$ cat config.mk
export PLATFORM = sky130hd
export DESIGN_NAME = rush_hour_report
export DESIGN_NICKNAME = d
export VERILOG_FILES = /design/src/rtl/rush_hour_report.sv
export SDC_FILE = /design/constraint.sdc
export NUM_CORES = 1
export LEC_CHECK = 0
export ABC_AREA = 1
export ABC_CLOCK_PERIOD_IN_PS = 5600
export CAP_MARGIN = 30
export CORE_MARGIN = 2
export CORE_UTILIZATION = 46
export DETAILED_ROUTE_END_ITERATION = 8
export SLEW_MARGIN = 20
export SYNTH_ARGS = -nofsm -noshare
export SYNTH_HDL_FRONTEND = slang
export SYNTH_SLANG_ARGS = --single-unit
$ cat constraint.sdc
create_clock -name i_clk -period 5.6 [get_ports i_clk]
set_input_delay 1.68 -clock i_clk [delete_from_list [all_inputs] [get_ports i_clk]]
set_output_delay 1.68 -clock i_clk [all_outputs]
set_load 0.01 [all_outputs]
$ cat src/rtl/rush_hour_report.sv
// Per-day rush-hour history buffer with oldest-first playback sequencer.
// Define RUSH_REPORT_LOOP_EN to repeat playback while show stays high.
module rush_hour_report #(
  parameter int unsigned DAYS  = 4,
  parameter int unsigned DWELL = 50_000_000
) (
  input  logic                   i_clk,
  input  logic                   i_reset,
  input  logic                   i_day_end,
  input  logic [3:0]             i_rush_start,
  input  logic                   i_rush_start_exist,
  input  logic [3:0]             i_rush_end,
  input  logic                   i_rush_end_exist,
  input  logic                   i_show,
  output logic                   o_busy,
  output logic [$clog2(DAYS):0]  o_day_count,
  output logic [$clog2(DAYS)-1:0] o_disp_day,
  output logic [3:0]             o_disp_start,
  output logic                   o_disp_start_valid,
  output logic [3:0]             o_disp_end,
  output logic                   o_disp_end_valid
);

  localparam int unsigned AW = $clog2(DAYS);
  localparam int unsigned CW = (DWELL > 1) ? $clog2(DWELL) : 1;

  typedef enum logic [1:0] {StIdle, StLoad, StHold, StDone} state_e;

  state_e          r_state, w_state_d;
  logic [9:0]      r_mem [DAYS];
  logic [AW-1:0]   r_wr_ptr, r_rd_ptr, r_idx, w_oldest;
  logic [AW:0]     r_day_count, r_n;
  logic [CW-1:0]   r_dwell;
  logic [9:0]      r_disp;
  logic [AW-1:0]   r_disp_day;
  logic            r_busy;
  logic [9:0]      w_rec;
  logic            w_snap, w_load, w_adv, w_last, w_dwell_zero;

  assign w_rec        = {i_rush_start_exist, i_rush_start, i_rush_end_exist, i_rush_end};
  assign w_oldest     = r_wr_ptr - r_day_count[AW-1:0];
  assign w_last       = ({1'b0, r_idx} == (r_n - (AW+1)'(1)));
  assign w_dwell_zero = (r_dwell == '0);

  always_ff @(posedge i_clk or negedge i_reset) begin
    if (!i_reset) begin
      r_state <= StIdle;
    end else begin
      r_state <= w_state_d;
    end
  end

  always_comb begin
    w_state_d = r_state;
    unique case (r_state)
      StIdle: if (i_show && (r_day_count != '0)) w_state_d = StLoad;
      StLoad: w_state_d = StHold;
      StHold: begin
        if (w_dwell_zero) begin
          if (!w_last) begin
            w_state_d = StLoad;
          end else begin
`ifdef RUSH_REPORT_LOOP_EN
            w_state_d = i_show ? StLoad : StIdle;
`else
            w_state_d = StDone;
`endif
          end
        end
      end
      StDone: if (!i_show) w_state_d = StIdle;
      default: w_state_d = StIdle;
    endcase
  end

  // A snapshot is taken both on a fresh start and on a loop wrap.
  always_comb begin
    w_snap = 1'b0;
    w_load = 1'b0;
    w_adv  = 1'b0;
    unique case (r_state)
      StIdle: w_snap = (w_state_d == StLoad);
      StLoad: w_load = 1'b1;
      StHold: begin
        if (w_dwell_zero && (w_state_d == StLoad)) begin
          if (w_last) w_snap = 1'b1;
          else        w_adv  = 1'b1;
        end
      end
      default: ;
    endcase
  end

  always_ff @(posedge i_clk) begin
    if (i_day_end) r_mem[r_wr_ptr] <= w_rec;
  end

  always_ff @(posedge i_clk or negedge i_reset) begin
    if (!i_reset) begin
      r_wr_ptr    <= '0;
      r_day_count <= '0;
      r_n         <= '0;
      r_rd_ptr    <= '0;
      r_idx       <= '0;
      r_dwell     <= '0;
      r_disp      <= '0;
      r_disp_day  <= '0;
      r_busy      <= 1'b0;
    end else begin
      if (i_day_end) begin
        r_wr_ptr <= r_wr_ptr + AW'(1);
        if (r_day_count != (AW+1)'(DAYS)) r_day_count <= r_day_count + (AW+1)'(1);
      end
      if (w_snap) begin
        r_n      <= r_day_count;
        r_rd_ptr <= w_oldest;
        r_idx    <= '0;
      end else if (w_adv) begin
        r_idx    <= r_idx + AW'(1);
        r_rd_ptr <= r_rd_ptr + AW'(1);
      end
      if (w_load) begin
        r_disp     <= r_mem[r_rd_ptr];
        r_disp_day <= r_idx;
        r_dwell    <= CW'(DWELL - 1);
      end else if ((r_state == StHold) && !w_dwell_zero) begin
        r_dwell <= r_dwell - CW'(1);
      end
      r_busy <= (w_state_d == StLoad) || (w_state_d == StHold);
    end
  end

  assign o_busy             = r_busy;
  assign o_day_count        = r_day_count;
  assign o_disp_day         = r_disp_day;
  assign o_disp_start_valid = r_disp[9];
  assign o_disp_start       = r_disp[8:5];
  assign o_disp_end_valid   = r_disp[4];
  assign o_disp_end         = r_disp[3:0];

endmodule
==> results of run 1 <==
layout make-up:
| class | count | share of cell area [%] |
|---|---|---|
| Clock buffer | 10 | 2.53 |
| Tap cell | 133 | 3.30 |
| Multi-Input combinational cell | 335 | 33.2 |
| Sequential cell | 93 | 50.1 |
| Inverter | 54 | 4.04 |
| Clock inverter | 6 | 0.917 |
| Timing Repair Buffer | 31 | 5.95 |
cells in the mapped netlist, types with 2 or more instances:
cell type  instances
nand4_1            4
o21ai_1           10
buf_6              2
dfrtp_1           53
nor2_4             2
xnor2_1            2
nand2_4            2
ha_1              10
nand2_2            5
nand3_1           33
edfxtp_1          40
nor2_1            94
nand3b_1           5
a21oi_1            4
nor2_2             4
clkbuf_1           9
xor2_1            10
nor3_1             6
a31oi_1           10
buf_4              2
o21ai_0           43
inv_1             51
nand2_1           85
sequential cells by signal, summed over array words and instances (netlist names):
register and count:
o_day_count 3, r_rd_ptr 2, r_disp 10, o_disp_day 2, r_idx 2, r_wr_ptr 2
o_busy 1, r_dwell 26, r_n 3, r_mem 40, r_state 2
power groups by stage:
| stage | logic (mW) | registers (mW) | clock network [mW] |
|---|---|---|---|
| after floorplan | 0.639 | 1.05 | 0 |
| after global placement | 0.879 | 1.08 | 0 |
| after detailed placement | 0.899 | 1.08 | 0 |
| after CTS | 0.900 | 1.07 | 0.418 |
| after global routing | 1.03 | 1.10 | 0.445 |
| final | 0.889 | 1.07 | 0.406 |
how the worst max path moves through the flow:
stage,startpoint,to,depth (start not counted)
2_1_floorplan,i_show,r_rd_ptr[0],8
3_3_place_gp,i_show,r_rd_ptr[0],9
3_5_place_dp,i_show,r_rd_ptr[0],9
4_1_cts,o_day_count[1],o_day_count[1],1
5_1_grt,r_dwell[0],r_rd_ptr[0],16
6_report,o_day_count[0],o_day_count[0],1
through the flow:
step,instances,cell area (um2),worst slack [ps],utilization (%)
2_1_floorplan,496,4480,2990,-
6_report,662,5050,2600,52.6
5_1_grt,662,5050,2300,52.6
4_1_cts,662,5050,2570,52.6
3_3_place_gp,646,4870,2320,50.8
3_5_place_dp,646,4870,2300,50.8
per-layer routing:
metal  part of all wire [%]  vias up
li1                       -     1680
met1                     48     1531
met2                     47       49
met3                    2.7       16
met4                    1.7        0
met5                      0        -
worst min-delay path: stages, from the launching register on:
cell and delay [ps]:
dfrtp_1 350, nand2_1 50, o21ai_0 50
cells by family after synthesis:
logic type	Yosys count
AO/OA/AOI/OAI	71
AND/OR/NAND/NOR	242
adder cells (fa/ha/maj)	10
flip-flops	93
buffers and inverters	68
XOR/XNOR	12
==> flow_results.org, run 1 <==
** STA
- Worst slew slack as a fraction of its limit :: 40.2%
- The final-report hold violation count was 0.
- Setup Viol. Count Final :: 0
- For the pin with the worst max-slew slack, the measured transition is 893 ps.
- Setup skew after layout :: 11.9 ps
- The tightest hold path in the finished design has a slack of 490 ps.
- The final critical path takes up 53.6% of the cycle.
- Number of max-slew violations in the final report :: 0
- Final setup TNS :: 0 ps
- Time the final worst path needs with I/O delays and setup :: around 3000 ps
- F_max :: 333 MHz
- Setup repair after global routing left no endpoint under its margin.

** Pwr
- Combinational group share of total power :: 37.6%
- Across the VDD grid, the largest voltage drop is 224 uV.
- The clock network is responsible for 17.2% of the overall power.
- The analysis attributes to cell leakage a power of around 2.1 nW.
- In this run the power spent charging and discharging nets is roughly 0.94 mW.
- In this run the power density over the cells is 468 nW/um2.
- Fraction of power consumed by sequential logic :: around 45%
- Design internal power :: 1.42 mW
- Total power for the finished layout comes to approximately 2.4 mW.
- Net switching fraction of the power :: around two fifths

** Cells and area
- Leaving out fill and tap cells, the most frequent cell in the layout is nor2_1.
- The multi-input combinational cells in the finished layout cover a total of ~1700 um2.
- In the final design database the tool counted approximately 550 nets.
- Sequential Area :: roughly 2500 um2
- Antenna cells :: 0
- The library cells used most frequently in the layout, excluding fill and tap cells, are nor2_1, nand2_1, dfrtp_1.
- Layout cells sized above 1 :: under 10%
- Synthesis-to-finish area growth :: 12.6%
- Fillers :: 906

** Clocking
- The number of setup buffers added after CTS is 0.
- Clock sink count :: 93
- After clock tree synthesis, the flow added hold-fix buffers numbering 0.
- TritonCTS built the clock tree.
- Clock insertion delay at the later pin of the skew report :: 350 ps
- Worst-path clk slew :: 100 ps
- The tree is rooted in a clkbuf_8.
- Buffers inserted during clock tree synthesis total 9.
- The H-tree was split into 3 levels.
- Once the clock tree was built, the resizer swapped 0 gates to a different size.
- Worst-case clock buffer depth :: 2

** Setup path
- Highest fanout seen on the critical path :: 4
- Slowest cell on crit path :: clkdlybuf4s50_1
- For the worst setup path, the data required time is 3920 ps.
- Together, buffers and inverters on the worst path number 1.
- For the worst setup path, the data arrival time is between 1000 and 1500 ps.
- R2R depth :: 16
- The worst setup path is of the reg -> out kind.
- STA classifies the critical path startpoint as a flip-flop.
- Broken down by cell family, the worst path's largest delay share belongs to buffers and inverters.
- Walking the worst path, the cells encountered are clkdlybuf4s50_1.
- On the worst path, the slowest cell contributes a delay of between 500 and 600 ps.
- Minimum setup slack among reg-to-reg paths :: 2650 ps
- The worst register-to-register path ends at r_rd_ptr[0].
- The startpoint identified for the worst register-to-register timing path is r_dwell[0].
- Category of the worst setup path capture point :: output port

** Die
- 30 I/O pins were placed.
- Std cell rows :: 36
- Starting Density :: 46.7%
- Die Outline Area :: 10600 um2
- In this run the horizontal extent of the chip is 103 um.
- Height of the die :: between 100 and 150 um
- Area of the core region :: 9590 um2

** GRT
- Grt ovf :: 0
- Pin count of the biggest net entering global routing :: 54
- Met2 track utilization from global routing :: 31.8%
- The number of antenna violations at the first check in global routing is 0.
- Global-route wire length before repair :: 15400 um
- Met1 GRT Util :: 25.4%
- The via count of the first global-routing pass was 3270.
- Most crowded layer after global routing :: met2
- Met3 Track Usage GR :: 3.12%
- Total routing resource utilization after global routing :: 19.2%

** Synthesis
- After synthesis, the cell types taking the most area are dfrtp_1, edfxtp_1, nor2_1, nand2_1, o21ai_0.
- Post-Synth XOR/XNOR Area :: 2.34%
- Post-synth EDFFs :: 40
- Net Count, Synth :: 520
- Number of cells produced by synthesis :: 496
- Yosys printed 0 warnings.
- Register bit total from synthesis :: 93
- Synth async-reset ratio :: 57.0%
- In the synthesized netlist, mux cells make up 0% of the area.
- Summed over all instances, the cell type with the most area after synthesis is dfrtp_1.
- After synthesis, the largest family of logic cells by area is simple AND/OR/NAND/NOR gates.
- Area share of the largest cell type after synthesis :: 29.6%
- Summing the areas of all compound-gate instances in the mapped netlist gives 8.68% of the synthesized area.
- Of the synthesized area, sequential elements account for 56.4%.
- For this run, the leading register cell type out of synthesis is dfrtp_1.
- Adder-cell area share of the yosys netlist :: 2.79%
- A synthesized cell averages around 9 um2.
- Summing every instance area after synthesis gives ~4500 um2.
- Post-Synth Simple-Gate Area :: between 20% and 30%
- Number of distinct standard cells referenced by the synthesized netlist :: 33

** Route
- Wire length per cell after detailed routing :: 13.6 um
- The first routing iteration left 139 violations.
- For this block, the routed nets add up to 9010 um of wire.
- Once detail routing completed, the nets flagged for antenna violations numbered 0.
- Via total after detailed routing :: 3276
- Number of detailed-route iterations in the first pass :: 4
- Routed via count divided by cell count :: approximately 4.9
- For this run, design rule violations remaining after detail routing come to 0.

** Job
- Max capacitance violation total :: 0

** Place
- Total of buffers placed on input and output ports :: 29
- HPWL after DPL :: 6220 um
- Global placer's final weighted congestion :: about 0.8

** Hold path
- The worst hold path terminates at o_disp_day[0].
- The min-delay analysis places its worst path in the category reg -> reg.
- Counting instances, the worst hold path has a depth of 2.
- Startpoint of the tightest hold check path :: o_disp_day[0]

** Outcome
- Result of the run :: finished, final reports clean
Note: power is estimated with default switching activity, not from simulation.
==> inputs of run 2 (changes only) <==
--- a/config.mk
+++ b/config.mk
@@ -6,7 +6,7 @@
 export NUM_CORES = 1
 export LEC_CHECK = 0
 export ABC_AREA = 1
-export ABC_CLOCK_PERIOD_IN_PS = 5600
+export ABC_CLOCK_PERIOD_IN_PS = 2800
 export CAP_MARGIN = 30
 export CORE_MARGIN = 2
 export CORE_UTILIZATION = 46
==> constraint.sdc (replaced) <==
create_clock -name i_clk -period 2.8 [get_ports i_clk]
set_input_delay 0.84 -clock i_clk [delete_from_list [all_inputs] [get_ports i_clk]]
set_output_delay 0.84 -clock i_clk [all_outputs]
set_load 0.01 [all_outputs]
==> run 2 against run 1 <==
Sequential power increased by 93%. Register-to-register slack got worse by 2100 ps. Clock skew grew 0.84 ps. Largest power group unchanged. Highest routed layer unchanged.
==> flow_results.org, run 2 (synthesized netlist as in run 1, its figures left out) <==
** Outcome
- Result of the run: finished, final reports clean (unchanged).

** Setup path
- The launching element type of the critical path is a flip-flop (unchanged).
- The worst setup path category is reg -> reg (was reg -> out).
- Category of the worst setup path capture point :: flip-flop (was output port)
- The largest fanout of any net on the critical path was 6 (was 4).
- The required time at the endpoint of the critical path came to 3090 ps (was 3920 ps).
- The data arrival at the endpoint of the critical path is 2560 ps (was 1320 ps).

** Clocking
- The number of buffers on the longest clock path is 2 (unchanged).
- The total setup buffers inserted after CTS came to 0 (unchanged).
- Clock root buffer master :: clkbuf_8 (unchanged)
- The clock network latency to the later pin of the worst-skew pair came to 350 ps (about the same).
- Total of cells resized after clock tree synthesis :: 0 (unchanged)
- Clock sink count :: 93 (unchanged)
- The clock tree from TritonCTS is built (unchanged).
- H-tree depth :: 3 (unchanged)
- Hold-fix buffers at CTS :: 0 (unchanged)
- Worst-path clk slew :: 100 ps (about the same)
- The clock buffer count from CTS is 9 (unchanged).

** Pwr
- The power consumption came to 5.01 mW (was 2.36 mW).
- Power density over the cells :: 970 nW/um2 (was 468 nW/um2)
- VDD IR-drop max :: 391 uV (was 224 uV)
- Leakage power :: 2.20 nW (was 2.13 nW)

** Die
- The die boundary width was 103 um (unchanged).
- The number of placed I/O pins came to 30 (unchanged).
- The floorplan row count was 36 (unchanged).
- Die Outline Area :: 10600 um2 (unchanged)
- Starting Density :: 46.7% (unchanged)
- The height of the die is 103 um (unchanged).
- Area of the core region :: 9590 um2 (unchanged)

** STA
- The number of setup violations in the final report is 0 (unchanged).
- Unrepaired setup endpoints after global routing: false (unchanged).
- Worst slew slack as a fraction of its limit :: 63.3% (was 40.2%)
- Setup skew after layout :: 12.7 ps (was 11.9 ps)
- Time the final worst path needs with I/O delays and setup :: 2270 ps
- In the finished design, the share of the clock period the worst path needs comes to 81.0%.
- Number of max-slew violations in the final report :: 0 (unchanged)
- Total count of hold-check failures in the final report :: 0 (unchanged)
- Transition time at the pin with the least slew margin :: 550 ps (was 893 ps)
- Derived from the worst setup path, the maximum achievable clock frequency is 441 MHz.
- Final setup TNS :: 0 ps (unchanged)
- The worst hold margin was 446 ps (was 490 ps).

** Route
- The total DRC errors in the routed layout came to 0 (unchanged).
- Routed via count divided by cell count :: 4.96 (was 4.95)
- The total via count in the routed design was 3319 (was 3276).
- Antenna violation net count after detailed routing :: 0 (unchanged)
- Routed wire length :: 9310 um (was 9010 um)
- The first-pass iteration count of the detailed router was 4 (unchanged).
- Number of DRC markers after the initial detailed-route iteration :: 127 (was 139)
- Wire length per cell after detailed routing :: 13.9 um (was 13.6 um)

** Job
- The number of max-cap violations was 0 (unchanged).

** Hold path
- The path class of the lowest-slack min-delay path was in -> async (was reg -> reg).

** GRT
- Total routing resource utilization after global routing :: 19.7% (was 19.2%)
- Grt ovf :: 0 (unchanged)
- The via count of the first global-routing pass was 3293 (was 3270).
- Initial antenna violation count :: 0 (unchanged)
- Pin count of the biggest net entering global routing :: 34 (was 54)
- Global-route wire length before repair :: 15900 um (was 15400 um)

** Place
- # placed instances :: 652 (was 646)
- HPWL after DPL :: 6370 um (was 6220 um)
- Global placer's final weighted congestion :: 0.801 (was 0.816)
- The count of port buffers added during placement was 29 (unchanged).

** Cells and area
- The top register by number of flip-flops is r_mem (unchanged).
- Flip-flop count of the largest register, all copies and words added :: 40 (unchanged)
- Net count of the finished layout :: 555 (was 548)
- Most common cell after layout, fill and taps aside :: nor2_1 (unchanged)
- The number of diodes came to 0 (unchanged).
- Fillers :: 888 (was 906)
- Layout cells sized above 1 :: 8.58% (was 7.18%)
- Layout Utilization :: 53.8% (was 52.6%)
- The area overhead of the layout relative to synthesis was 15.1% (was 12.6%).
- Top library cells by usage in the layout, fill and taps aside: nor2_1, nand2_1, dfrtp_1 (unchanged).
- The number of non-filler instances in the completed layout is 669 (was 662).
- Biggest registers after layout :: r_mem: 40 flops, r_dwell: 26 flops, r_disp: 10 flops (unchanged)
-- run 2: cell type report --
class	instances	area (um2)	share of cell area, %
clock buffer	9	124	2.40
inverter	54	204	3.95
sequential	93	2530	49.0
tap	133	166	3.22
clock inverter	7	97.6	1.89
timing repair buffer	38	365	7.08
multi-input combinational	335	1680	32.5
-- run 2: final timing paths --
check	startpoint	to	slack, ps	cells past startpoint
max	r_dwell[0]	r_idx[1]	530	15
min	i_reset	o_disp_day[0]	450	1
max reg2reg	r_dwell[0]	r_idx[1]	530	15
min reg2reg	o_disp_day[0]	o_disp_day[0]	500	2
max in group asynchronous	i_reset	r_disp[6]	1780	2
min in group i_clk	o_disp_day[0]	o_disp_day[0]	500	2
-- run 2: report_power, final --
group          leakage (nW)  internal [mW]  switching (mW)
clock                 0.106          0.506           0.486
sequential            0.984           1.82           0.236
combinational          1.11          0.756            1.20
total                  2.20           3.08            1.92
-- run 2: worst max-delay path, stage by stage (launching register included) --
cell	delay, ps
dfrtp_1	390
inv_1	90
ha_1	260
nand2_4	110
nor2_8	170
nand2_4	70
o21ai_4	150
nand2_2	70
clkinv_2	80
nand2_2	60
inv_2	50
ha_1	230
nand2_1	170
inv_1	140
nand3_1	80
nand2_1	70
-- run 2: layer usage --
metal  part of all wire (%)  GRT usage (%)
met1                     47           25.8
met2                     50           34.3
met3                    2.4           2.58
met4                    1.1           5.54
met5                      0              0
-- run 2: per-stage QoR --
stage                     cell area [um2]  worst slack (ps)
after detailed placement             4930               366
after global routing                 5160               312
final                                5160               531
after CTS                            5150               514
after floorplan                      4480               604
after global placement               4930               405
==> inputs of run 3 (changes only) <==
--- a/config.mk
+++ b/config.mk
@@ -6,7 +6,7 @@
 export NUM_CORES = 1
 export LEC_CHECK = 0
 export ABC_AREA = 1
-export ABC_CLOCK_PERIOD_IN_PS = 2800
+export ABC_CLOCK_PERIOD_IN_PS = 2300
 export CAP_MARGIN = 30
 export CORE_MARGIN = 2
 export CORE_UTILIZATION = 46
==> constraint.sdc (replaced) <==
create_clock -name i_clk -period 2.3 [get_ports i_clk]
set_input_delay 0.69 -clock i_clk [delete_from_list [all_inputs] [get_ports i_clk]]
set_output_delay 0.69 -clock i_clk [all_outputs]
set_load 0.01 [all_outputs]
==> run 3 against run 2 <==
Maximum frequency is 11% higher. Final cell count increased by 1.0%. Clock skew fell by 3.0 ps. Sequential share of layout area fell by 0.79 points. Combinational power grew 26%.
==> flow_results.org, run 3 (synthesized netlist as in run 1, its figures left out) <==
** Outcome
- Result of the run :: finished, final reports clean (unchanged)

** Pwr
- Power density over the cells :: 1150 nW/um2 (was 970 nW/um2)
- The share of total power in the clock network was 17.6% (was 19.8%).
- Leakage power :: 2.23 nW (was 2.20 nW)
- The worst-case vdd ir drop came to 539 uV (was 391 uV).
- The sequential group share of total power came to 41.5% (was 41.1%).
- Net switching fraction of the power :: 39.8% (was 38.4%)
- The switching power came to 2.41 mW (was 1.92 mW).
- Design internal power :: 3.65 mW (was 3.08 mW)
- Overall power of the completed layout :: 6.05 mW (was 5.01 mW)
- The power share of the combinational group is 40.9% (was 39.1%).

** Place
- The post-place setup slack is 16.5 ps (was 366 ps).
- # placed instances :: 659 (was 652)
- The post-DP HPWL came to 6500 um (was 6370 um).
- Global placer's final weighted congestion :: 0.841 (was 0.801)
- The placed standard-cell area is 5030 um2 (was 4930 um2).
- The count of port buffers added during placement was 29 (unchanged).

** Clocking
- Hold-fix buffers at CTS :: 0 (unchanged)
- Clock insertion delay at the later pin of the skew report :: 350 ps (about the same)
- Worst-case clock buffer depth :: 2 (unchanged)
- Clock sink count :: 93 (unchanged)
- The CTS H-tree depth came to 3 (unchanged).
- The clock transition at the register clock pins on the worst setup and hold paths after CTS was 100 ps (about the same).
- CTS tree :: built (unchanged)
- TritonCTS Buffers :: 9 (unchanged)
- The cell at the root of the clock tree was clkbuf_8 (unchanged).

** Route
- The total DRC errors in the routed layout came to 0 (unchanged).
- Antenna violation net count after detailed routing :: 0 (unchanged)
- Number of detailed-route iterations in the first pass :: 5 (was 4)
- Routed wire length :: 9380 um (was 9310 um)
- Routed via count divided by cell count :: 5.03 (was 4.96)
- The average detailed-routed wire length per instance was 13.9 um (about the same).
- The violation count after the first detailed-routing iteration came to 167 (was 127).
- Via total after detailed routing :: 3402 (was 3319)

** Cells and area
- Most common cell after layout, fill and taps aside :: nor2_1 (unchanged)
- Flip-flop count of the largest register, all copies and words added :: 40 (unchanged)
- The top register by number of flip-flops is r_mem (unchanged).
- Antenna cells :: 0 (unchanged)
- Layout Utilization :: 54.7% (was 53.8%)
- Biggest registers after layout :: r_mem: 40 flops, r_dwell: 26 flops, r_disp: 10 flops (unchanged)
- Number of standard cells in the layout, taps in and fillers out :: 676 (was 669)
- Top library cells by usage in the layout, fill and taps aside :: nor2_1, nand2_1, dfrtp_1 (unchanged)
- The share of layout cells above drive strength 1 came to 10.7% (was 8.58%).
- The net total in the final layout came to 562 (was 555).
- Fillers :: 885 (was 888)
- The area overhead of the layout relative to synthesis was 17.0% (was 15.1%).
- The final instance area was 5250 um2 (was 5160 um2).

** STA
- The minimum clock period after layout came to 2040 ps (was 2270 ps).
- The highest attainable clock frequency came to 489 MHz (was 441 MHz).
- The final-report hold violation count was 0 (unchanged).
- Fin crit share :: 88.9% (was 81.0%)
- Number of max-slew violations in the final report :: 0 (unchanged)
- Setup slack of the critical path after layout :: 256 ps (was 531 ps)
- Setup skew after layout :: 9.70 ps (was 12.7 ps)
- Transition time at the pin with the least slew margin :: 542 ps (was 550 ps)
- Worst slew slack as a fraction of its limit :: 63.8% (was 63.3%)
- Unrepaired setup endpoints after global routing: false (unchanged).
- Setup Viol. Count Final :: 0 (unchanged)
- Worst-case hold slack :: 282 ps (was 446 ps)
- The setup TNS after final layout came to 0 ps (unchanged).

** Setup path
- Critical path required time :: 2560 ps (was 3090 ps)
- Worst-path cell chain: inv_1 -> ha_2 -> nand2_1 -> nor2_1 -> nand2_1 -> nor2_1 -> nand3_1 -> o21ai_0 -> ha_2 -> buf_4 -> nand3_1 -> nand3_1 -> nand2_1 (was inv_1 -> ha_1 -> nand2_4 -> nor2_8 -> nand2_4 -> o21ai_4 -> nand2_2 -> clkinv_2 -> nand2_2 -> inv_2 -> ha_1 -> nand2_1 -> inv_1 -> nand3_1 -> nand2_1).
- The sort of element at the end of the critical path is a flip-flop (unchanged).
- Worst flop-to-flop path startpoint :: r_dwell[0] (unchanged)
- R2R depth :: 13 (was 15)
- The launching element type of the critical path is a flip-flop (unchanged).
- Minimum setup slack among reg-to-reg paths :: 260 ps (was 530 ps)
- Slowest cell on crit path :: dfrtp_1 (unchanged)
- The largest fanout of any net on the critical path is 4 (was 6).
- Worst reg2reg path endpoint :: r_rd_ptr[1] (was r_idx[1])
- The cell class contributing the biggest share of worst-path delay was simple AND/OR/NAND/NOR gates (unchanged).
- The number of buffer and inverter instances along the worst setup path came to 2 (was 4).
- Arrival time at the worst endpoint :: 2300 ps (was 2560 ps)
- Critical setup path kind :: reg -> reg (unchanged)
- Highest cell delay on the worst timing path :: 390 ps (about the same)

** GRT
- Global-route wire length before repair :: 15900 um (about the same)
- The overall fraction of global-route tracks in use was 19.8% (was 19.7%).
- The via count of the first global-routing pass came to 3334 (was 3293).
- The residual overflow from global routing was 0 (unchanged).
- Initial antenna violation count :: 0 (unchanged)
- The largest net degree at the start of global routing was 27 (was 34).

** Die
- The die boundary width was 103 um (unchanged).
- The initial core utilization came to 46.7% (unchanged).
- Area of the core region :: 9590 um2 (unchanged)
- The area of the die was 10600 um2 (unchanged).
- Number of top-level design ports :: 30 (unchanged)
- Height of the die :: 103 um (unchanged)
- Std cell rows :: 36 (unchanged)

** Job
- Max capacitance violation total :: 0 (unchanged)

** Hold path
- Class of the most critical hold timing path :: in -> async (unchanged)
## run 3: changes by cell type in the layout (fill, tap and decap cells not counted), moves of 2 or more
| cell | delta |
|---|---|
| clkinv_4 | +2 |
| inv_8 | +3 |
| ha_2 | +2 |
| ha_1 | -2 |
| buf_4 | +3 |
| buf_12 | +4 |
| bufinv_16 | -2 |
## run 3: timing repair
item / CTS / global route
setup endpoints to repair: 0 / 5
buffers inserted: 0 / 1
hold endpoints to repair: 0 / 0
gates resized for setup: 0 / 5
## run 3: how the worst max path moves through the flow
stage | start | end | slack, ps | cells past startpoint
finish | r_dwell[0] | r_rd_ptr[1] | 260 | 13
global route | r_dwell[0] | r_rd_ptr[0] | 30 | 14
CTS | r_dwell[0] | r_rd_ptr[0] | 110 | 13
detailed placement | i_show | r_rd_ptr[1] | 20 | 8
global placement | i_show | r_rd_ptr[0] | 50 | 9
floorplan | r_dwell[0] | r_rd_ptr[0] | 100 | 17
## run 3: power groups by stage
stage          sequential, mW  clock, mW  combinational (mW)
5_1_grt                  2.57       1.19                2.82
4_1_cts                  2.52       1.10                2.49
3_5_place_dp             2.55          0                2.48
2_1_floorplan            2.55          0                1.56
3_3_place_gp             2.55          0                2.43
6_report                 2.51       1.06                2.47
## run 3: cell type report
class	instances	area, um2	area share [%]
clock inverter	7	67.6	1.29
tap	133	166	3.17
inverter	54	204	3.89
clock buffer	9	124	2.36
timing repair buffer	45	468	8.92
sequential	93	2530	48.2
multi-input combinational	335	1690	32.2
## run 3: layer usage
layer  vias up  GRT usage (%)  wire (um)
li1       1707              -          -
met1      1608           25.8       4320
met2        72           32.9       4530
met3        15           3.66        370
met4         0           7.49        161
met5         -              0          0
